**src/rtl/pong_pkg.sv**
```systemverilog
// Shared types and constants for the pong display path: scheduler state,
// frame-counter sizing helper and the power-on ball/paddle positions.
package pong_pkg;

  typedef enum logic [1:0] {
    S_IDLE = 2'd0,
    S_WAIT = 2'd1,
    S_HOLD = 2'd2
  } sched_state_t;

  // 16 rows x 2^(TIMERWIDTH+1) cycles per row
  function automatic int frame_bits(input int timerwidth);
    return timerwidth + 5;
  endfunction

  localparam logic [3:0]  PONG_RESET_X      = 4'd7;
  localparam logic [3:0]  PONG_RESET_Y      = 4'd7;
  localparam logic [15:0] PONG_RESET_PADDLE = 16'h03C0;

endpackage

```
**src/rtl/frame_timer.sv**
```systemverilog
// Free-running frame counter mirroring the screen scan. Emits a registered
// frame_start / due pair plus their one-cycle-ahead versions for the scheduler.
module frame_timer
  import pong_pkg::*;
#(
  parameter int TIMERWIDTH      = 12,
  parameter int FRAMES_PER_TICK = 8
) (
  input  logic clk,
  input  logic rst_n,
  input  logic pause,
  output logic o_frame_start,
  output logic o_due,
  output logic o_fs_next,
  output logic o_due_next
);

  localparam int         FB       = frame_bits(TIMERWIDTH);
  localparam logic [7:0] LAST_DIV = 8'(FRAMES_PER_TICK - 1);

  logic [FB-1:0] r_fc;
  logic [7:0]    r_fdiv;
  logic          r_frame_start;
  logic          r_due;
  logic          w_fs_next;
  logic          w_due_next;

  // fc wraps from all-ones to zero, so the next cycle is a frame start
  // exactly when the counter is saturated.
  assign w_fs_next  = (r_fc == {FB{1'b1}});
  assign w_due_next = w_fs_next && (r_fdiv == LAST_DIV) && !pause;

  always_ff @(posedge clk or negedge rst_n) begin
    if (!rst_n) begin
      r_fc          <= '0;
      r_fdiv        <= '0;
      r_frame_start <= 1'b0;
      r_due         <= 1'b0;
    end else begin
      r_fc          <= r_fc + 1'b1;
      r_frame_start <= w_fs_next;
      r_due         <= w_due_next;
      if (r_frame_start) begin
        r_fdiv <= (r_fdiv == LAST_DIV) ? 8'd0 : r_fdiv + 8'd1;
      end
    end
  end

  assign o_frame_start = r_frame_start;
  assign o_due         = r_due;
  assign o_fs_next     = w_fs_next;
  assign o_due_next    = w_due_next;

endmodule

```
**src/rtl/frame_scheduler.sv**
```systemverilog
// Paces game updates to frame boundaries: ticks game logic, accepts the next
// state over valid/ready, and double-buffers it into the displayed registers.
module frame_scheduler
  import pong_pkg::*;
#(
  parameter int          TIMERWIDTH      = 12,
  parameter int          FRAMES_PER_TICK = 8,
  parameter logic [3:0]  RESET_X         = PONG_RESET_X,
  parameter logic [3:0]  RESET_Y         = PONG_RESET_Y,
  parameter logic [15:0] RESET_PADDLE    = PONG_RESET_PADDLE
) (
  input  logic        clk,
  input  logic        reset,
  input  logic        pause,
  input  logic        upd_valid,
  input  logic [3:0]  upd_x,
  input  logic [3:0]  upd_y,
  input  logic [15:0] upd_lpaddle,
  input  logic [15:0] upd_rpaddle,
  output logic        upd_ready,
  output logic        tick,
  output logic        frame_start,
  output logic [3:0]  x,
  output logic [3:0]  y,
  output logic [15:0] lpaddle,
  output logic [15:0] rpaddle,
  output logic        overrun,
  output logic [1:0]  dbg_state
);

  // Handshake: a transfer happens in any cycle where upd_valid && upd_ready
  // are both high at the rising edge; upd_* are ignored otherwise.

  logic w_fs, w_due, w_fs_next, w_due_next;

  frame_timer #(
    .TIMERWIDTH      (TIMERWIDTH),
    .FRAMES_PER_TICK (FRAMES_PER_TICK)
  ) u_timer (
    .clk           (clk),
    .rst_n         (reset),
    .pause         (pause),
    .o_frame_start (w_fs),
    .o_due         (w_due),
    .o_fs_next     (w_fs_next),
    .o_due_next    (w_due_next)
  );

  sched_state_t r_state, w_state_n;

  logic        r_ready, r_tick, r_overrun;
  logic [3:0]  r_pend_x, r_pend_y, r_x, r_y;
  logic [15:0] r_pend_lp, r_pend_rp, r_lp, r_rp;

  logic        w_capture, w_tick_n, w_commit_n, w_overrun_n;
  logic [3:0]  w_pend_x, w_pend_y;
  logic [15:0] w_pend_lp, w_pend_rp;

  // r_state is the state in force this cycle; the outputs for next cycle are
  // derived from the next state and the timer's look-ahead so that tick and
  // commit land in the same cycle as the frame_start that triggers them.
  always_comb begin
    w_state_n = r_state;
    w_capture = 1'b0;
    case (r_state)
      S_IDLE: if (w_due) w_state_n = S_WAIT;
      S_WAIT: begin
        if (upd_valid) begin
          w_capture = 1'b1;
          w_state_n = S_HOLD;
        end
      end
      S_HOLD: if (w_fs) w_state_n = w_due ? S_WAIT : S_IDLE;
      default: w_state_n = S_IDLE;
    endcase
  end

  always_comb begin
    w_pend_x    = w_capture ? upd_x       : r_pend_x;
    w_pend_y    = w_capture ? upd_y       : r_pend_y;
    w_pend_lp   = w_capture ? upd_lpaddle : r_pend_lp;
    w_pend_rp   = w_capture ? upd_rpaddle : r_pend_rp;
    // A due tick while the previous update is still outstanding is dropped.
    w_tick_n    = w_due_next && (w_state_n != S_WAIT);
    w_overrun_n = r_overrun || (w_due_next && (w_state_n == S_WAIT));
    w_commit_n  = w_fs_next && (w_state_n == S_HOLD);
  end

  always_ff @(posedge clk or negedge reset) begin
    if (!reset) begin
      r_state   <= S_IDLE;
      r_ready   <= 1'b0;
      r_tick    <= 1'b0;
      r_overrun <= 1'b0;
      r_pend_x  <= RESET_X;
      r_pend_y  <= RESET_Y;
      r_pend_lp <= RESET_PADDLE;
      r_pend_rp <= RESET_PADDLE;
      r_x       <= RESET_X;
      r_y       <= RESET_Y;
      r_lp      <= RESET_PADDLE;
      r_rp      <= RESET_PADDLE;
    end else begin
      r_state   <= w_state_n;
      r_ready   <= (w_state_n == S_WAIT);
      r_tick    <= w_tick_n;
      r_overrun <= w_overrun_n;
      r_pend_x  <= w_pend_x;
      r_pend_y  <= w_pend_y;
      r_pend_lp <= w_pend_lp;
      r_pend_rp <= w_pend_rp;
      if (w_commit_n) begin
        r_x  <= w_pend_x;
        r_y  <= w_pend_y;
        r_lp <= w_pend_lp;
        r_rp <= w_pend_rp;
      end
    end
  end

  assign upd_ready   = r_ready;
  assign tick        = r_tick;
  assign frame_start = w_fs;
  assign overrun     = r_overrun;
  assign x           = r_x;
  assign y           = r_y;
  assign lpaddle     = r_lp;
  assign rpaddle     = r_rp;
  assign dbg_state   = r_state;

endmodule

```
**config.mk**
```make
export PLATFORM = sky130hd
export DESIGN_NAME = frame_scheduler
export DESIGN_NICKNAME = d
export VERILOG_FILES = /design/src/rtl/pong_pkg.sv /design/src/rtl/frame_timer.sv /design/src/rtl/frame_scheduler.sv
export SDC_FILE = /design/constraint.sdc
export NUM_CORES = 1
export LEC_CHECK = 0
export ABC_AREA = 1
export BUFFER_PORTS_ARGS = -buffer_cell sky130_fd_sc_hd__buf_2
export CAP_MARGIN = 20
export CORE_UTILIZATION = 49
export CTS_BUF_LIST = sky130_fd_sc_hd__clkbuf_16
export DETAILED_ROUTE_END_ITERATION = 8
export HOLD_SLACK_MARGIN = 0.08
export PLACE_DENSITY = 0.77
export SLEW_MARGIN = 40
export SYNTH_ARGS = -nofsm -noshare
export SYNTH_HDL_FRONTEND = slang
export SYNTH_SLANG_ARGS = --single-unit
export TNS_END_PERCENT = 20
```
**constraint.sdc**
```tcl
create_clock -name clk -period 1.7 [get_ports clk]
set_input_delay 0.085 -clock clk [delete_from_list [all_inputs] [get_ports clk]]
set_output_delay 0.085 -clock clk [all_outputs]
set_load 0.02 [all_outputs]
```
==> impl_metrics.json <==
{
  "hpwl_um": 6320,
  "clk_path_buf_depth": 2,
  "io_pins": 90,
  "start_util_pct": 51.4,
  "cp.depth": 12,
  "p_per_area_nw_per_um2": 793,
  "fin_util_pct": 70.1,
  "wl_per_cell_um": 13.7,
  "timing.final.crit_share_pct": 112,
  "synthDistinctLibCells": 24,
  "period_needed_ps": 1900,
  "clockRootBuffer": "clkbuf_16",
  "async_reset_ff_share_pct": 100,
  "clk_latency_ps": 350,
  "fin_nets": 710,
  "startpoint_type": "flip-flop",
  "drt-pass1-iter-count": 7,
  "violations": "DRC, setup timing",
  "finalMaxSlewViolations": 0,
  "tightest_slew_ps": 478,
  "cp_data_arrival_time_ps": 2130,
  "hp-class": "primary input to asynchronous set/reset pin",
  "crit_path_end_kind": "flip-flop",
  "yosys_warnings": 0,
  "cts_inserted_buffers": 9,
  "cts_tree": "done",
  "fin_worst_hold_slack_ps": 231,
  "drtIter0Drc": 198,
  "clock_skew_ps": 8.21,
  "crit_family": "simple AND/OR/NAND/NOR gates",
  "outcome": "finished, violations left",
  "cp_max_fo": 13,
  "required_ps": 1930,
  "crit_type": "flip-flop to flip-flop",
  "synth_ff_type": "dfrtp_1",
  "syn_inst": 509,
  "grt_use_total_pct": 23.2,
  "globalplace.congestion": 0.819,
  "fill_cells": 614,
  "drive_gt1_share_pct": 28.1,
  "synth.top_cell.area_share_pct": 46.2,
  "synth-edff-count": 0,
  "die_w_um": 98.3,
  "routed_wirelength_um": 10700,
  "placed_area_um2": 5240,
  "ant_nets": 0,
  "relSlewSlack_pct": 67.9,
  "synth.ff_latch_count": 112,
  "clk_pin_slew_ps": 80,
  "cap_viol_max_count": 0,
  "hold_violations": 0,
  "grt_pass1_vias": 3809,
  "yosys.cell_count.top_type": "nand2_1",
  "vias_per_cell": 4.89,
  "via_count": 3797,
  "critPathBufInv": 2,
  "num_rows": 34,
  "chipHeight_um": 98.3,
  "max_stage_delay_ps": 360,
  "seq_area_frac_synth_pct": 62.4,
  "area_delta_synth_final_pct": 36.4,
  "htreeDepth": 3,
  "ff2ff_path_depth": 12,
  "overflow": 0,
  "design_area_um2": 6200,
  "netlist_area_um2": 4550,
  "dieArea_um2": 9670,
  "leakage_nw": 3.48,
  "synth_common_cells": "nand2_1 (206), dfrtp_1 (84), inv_1 (62)",
  "grt_max_degree": 48,
  "path_cells": "ha_2, nand2_2, inv_2, nand2_2, nor2_2, nand3_1, nor2_1, ha_2, nand2_4, buf_4, nand2_1, nand2_1",
  "grt_pass1_wl_um": 17600,
  "setup_violations": 43,
  "netlist.top_cell.by_area": "dfrtp_1",
  "antenna_found_initial": 0,
  "synthTopCellsByArea": "dfrtp_1 (46%), nand2_1 (17%), dfstp_2 (16%)",
  "core_um2": 8850,
  "port-buffer-count": 89,
  "num_antenna_cells": 0,
  "max-vdd-ir-drop_mv": 0.431,
  "rsz0062_at_grt": "yes",
  "clock-sinks": 112,
  "synth.avg_cell_area_um2": 8.94,
  "clock.fmax_mhz": 527,
  "synth_nets": 556,
  "finalWorstSetupSlack_ps": -198,
  "cp_slowest_cell": "dfrtp_1",
  "drc_errors": 7
}
sequential cells by signal, indices dropped and copies added, names as in the netlist:
name                   cells
r_pend_x                   4
u_timer.r_fdiv             8
r_pend_y                   4
x                          4
u_timer.r_fc              17
u_timer.o_due              1
y                          4
r_pend_rp                 16
rpaddle                   16
tick                       1
r_pend_lp                 16
lpaddle                   16
dbg_state                  2
upd_ready                  1
u_timer.o_frame_start      1
overrun                    1
metrics by stage:
stage                     setup WS, ps  power (mW)  instances  setup TNS (ps)
final                             -198        4.92        776           -5840
after global routing              -321        5.08        776          -12150
after CTS                         -152        4.95        772           -4990
after detailed placement          -107        2.85        708           -3300
after global placement           -18.2        2.85        708            -203
after floorplan                   54.3        2.73        509               0
what timing repair did:
item,4_1_cts,5_1_grt
resized for setup,7,33
setup endpoints to repair,42,43
pin swaps,5,13
gates cloned,1,2
setup buffers,4,2
endpoints found under the hold margin,100,0
hold buffers,43,0
placed cells by master, fill, tap and decap left out, types with 2 or more instances in the layout:
master	n
buf_12	6
buf_2	88
buf_4	18
buf_6	2
clkbuf_16	12
dfrtp_1	84
dfstp_2	28
dlygate4sd3_1	43
ha_2	2
inv_1	61
inv_2	3
nand2_1	188
nand2_2	12
nand2_4	7
nand3_1	10
nand4_1	2
nor2_1	29
nor3_1	2
o21ai_0	2
o21ai_1	40
o22ai_1	2
xnor2_1	5
xor2_1	7
area by class of cell:
class / count / area, um2 / share of cell area [%]
repair buffers: 160 / 1230 / 19.8
clock buffers: 10 / 250 / 4.03
well taps: 108 / 135 / 2.18
multi-input cells: 316 / 1460 / 23.6
inverters: 64 / 253 / 4.07
flip-flops and latches: 112 / 2840 / 45.7
clock inverters: 6 / 40.0 / 0.645
path summary, 6_finish.rpt:
| check | from | to | slack (ps) |
|---|---|---|---|
| setup reg to reg | u_timer.r_fc[1] | lpaddle[14] | -200 |
| hold reg to reg | rpaddle[8] | rpaddle[8] | 470 |
| hold / removal | reset | dbg_state[0] | 230 |
| setup / recovery | u_timer.r_fc[1] | lpaddle[14] | -200 |
| min in group clk | rpaddle[8] | rpaddle[8] | 470 |
| max in group asynchronous | reset | x[0] | 810 |
logic make-up after synthesis:
kind of cell | Yosys count | synth area share, %
DFF | 112 | 62.4
adders and majority gates | 3 | 0.825
AOI/OAI and AO/OA | 47 | 5.36
buffers and inverters | 81 | 7.37
xor gates and xnor gates | 12 | 2.31
and+or+nand+nor | 254 | 21.7
per-layer routing:
layer / track usage (%) / up-vias / wire (um)
met2: 40.2 / 111 / 5510
met3: 3.94 / 18 / 422
li1: - / 1848 / -
met4: 9.87 / 0 / 196
met5: 0 / - / 0
met1: 28.8 / 1820 / 4540
power by group:
| group | switching (mW) | leakage, nW | internal [mW] | total [mW] |
|---|---|---|---|---|
| Clock | 0.961 | 0.146 | 1.09 | 2.05 |
| Combinational | 0.0932 | 1.89 | 0.115 | 0.208 |
| Sequential | 0 | 1.44 | 2.67 | 2.67 |
worst reg2reg max path, cell delays in order, from the launching register on:
cell     delay [ps]
dfrtp_1         360
ha_2            220
nand2_2          70
inv_2            60
nand2_2          60
nor2_2          130
nand3_1          90
nor2_1          100
ha_2            220
nand2_4         110
buf_4           220
nand2_1          80
nand2_1          80
Note: power is estimated with default switching activity, not from simulation.
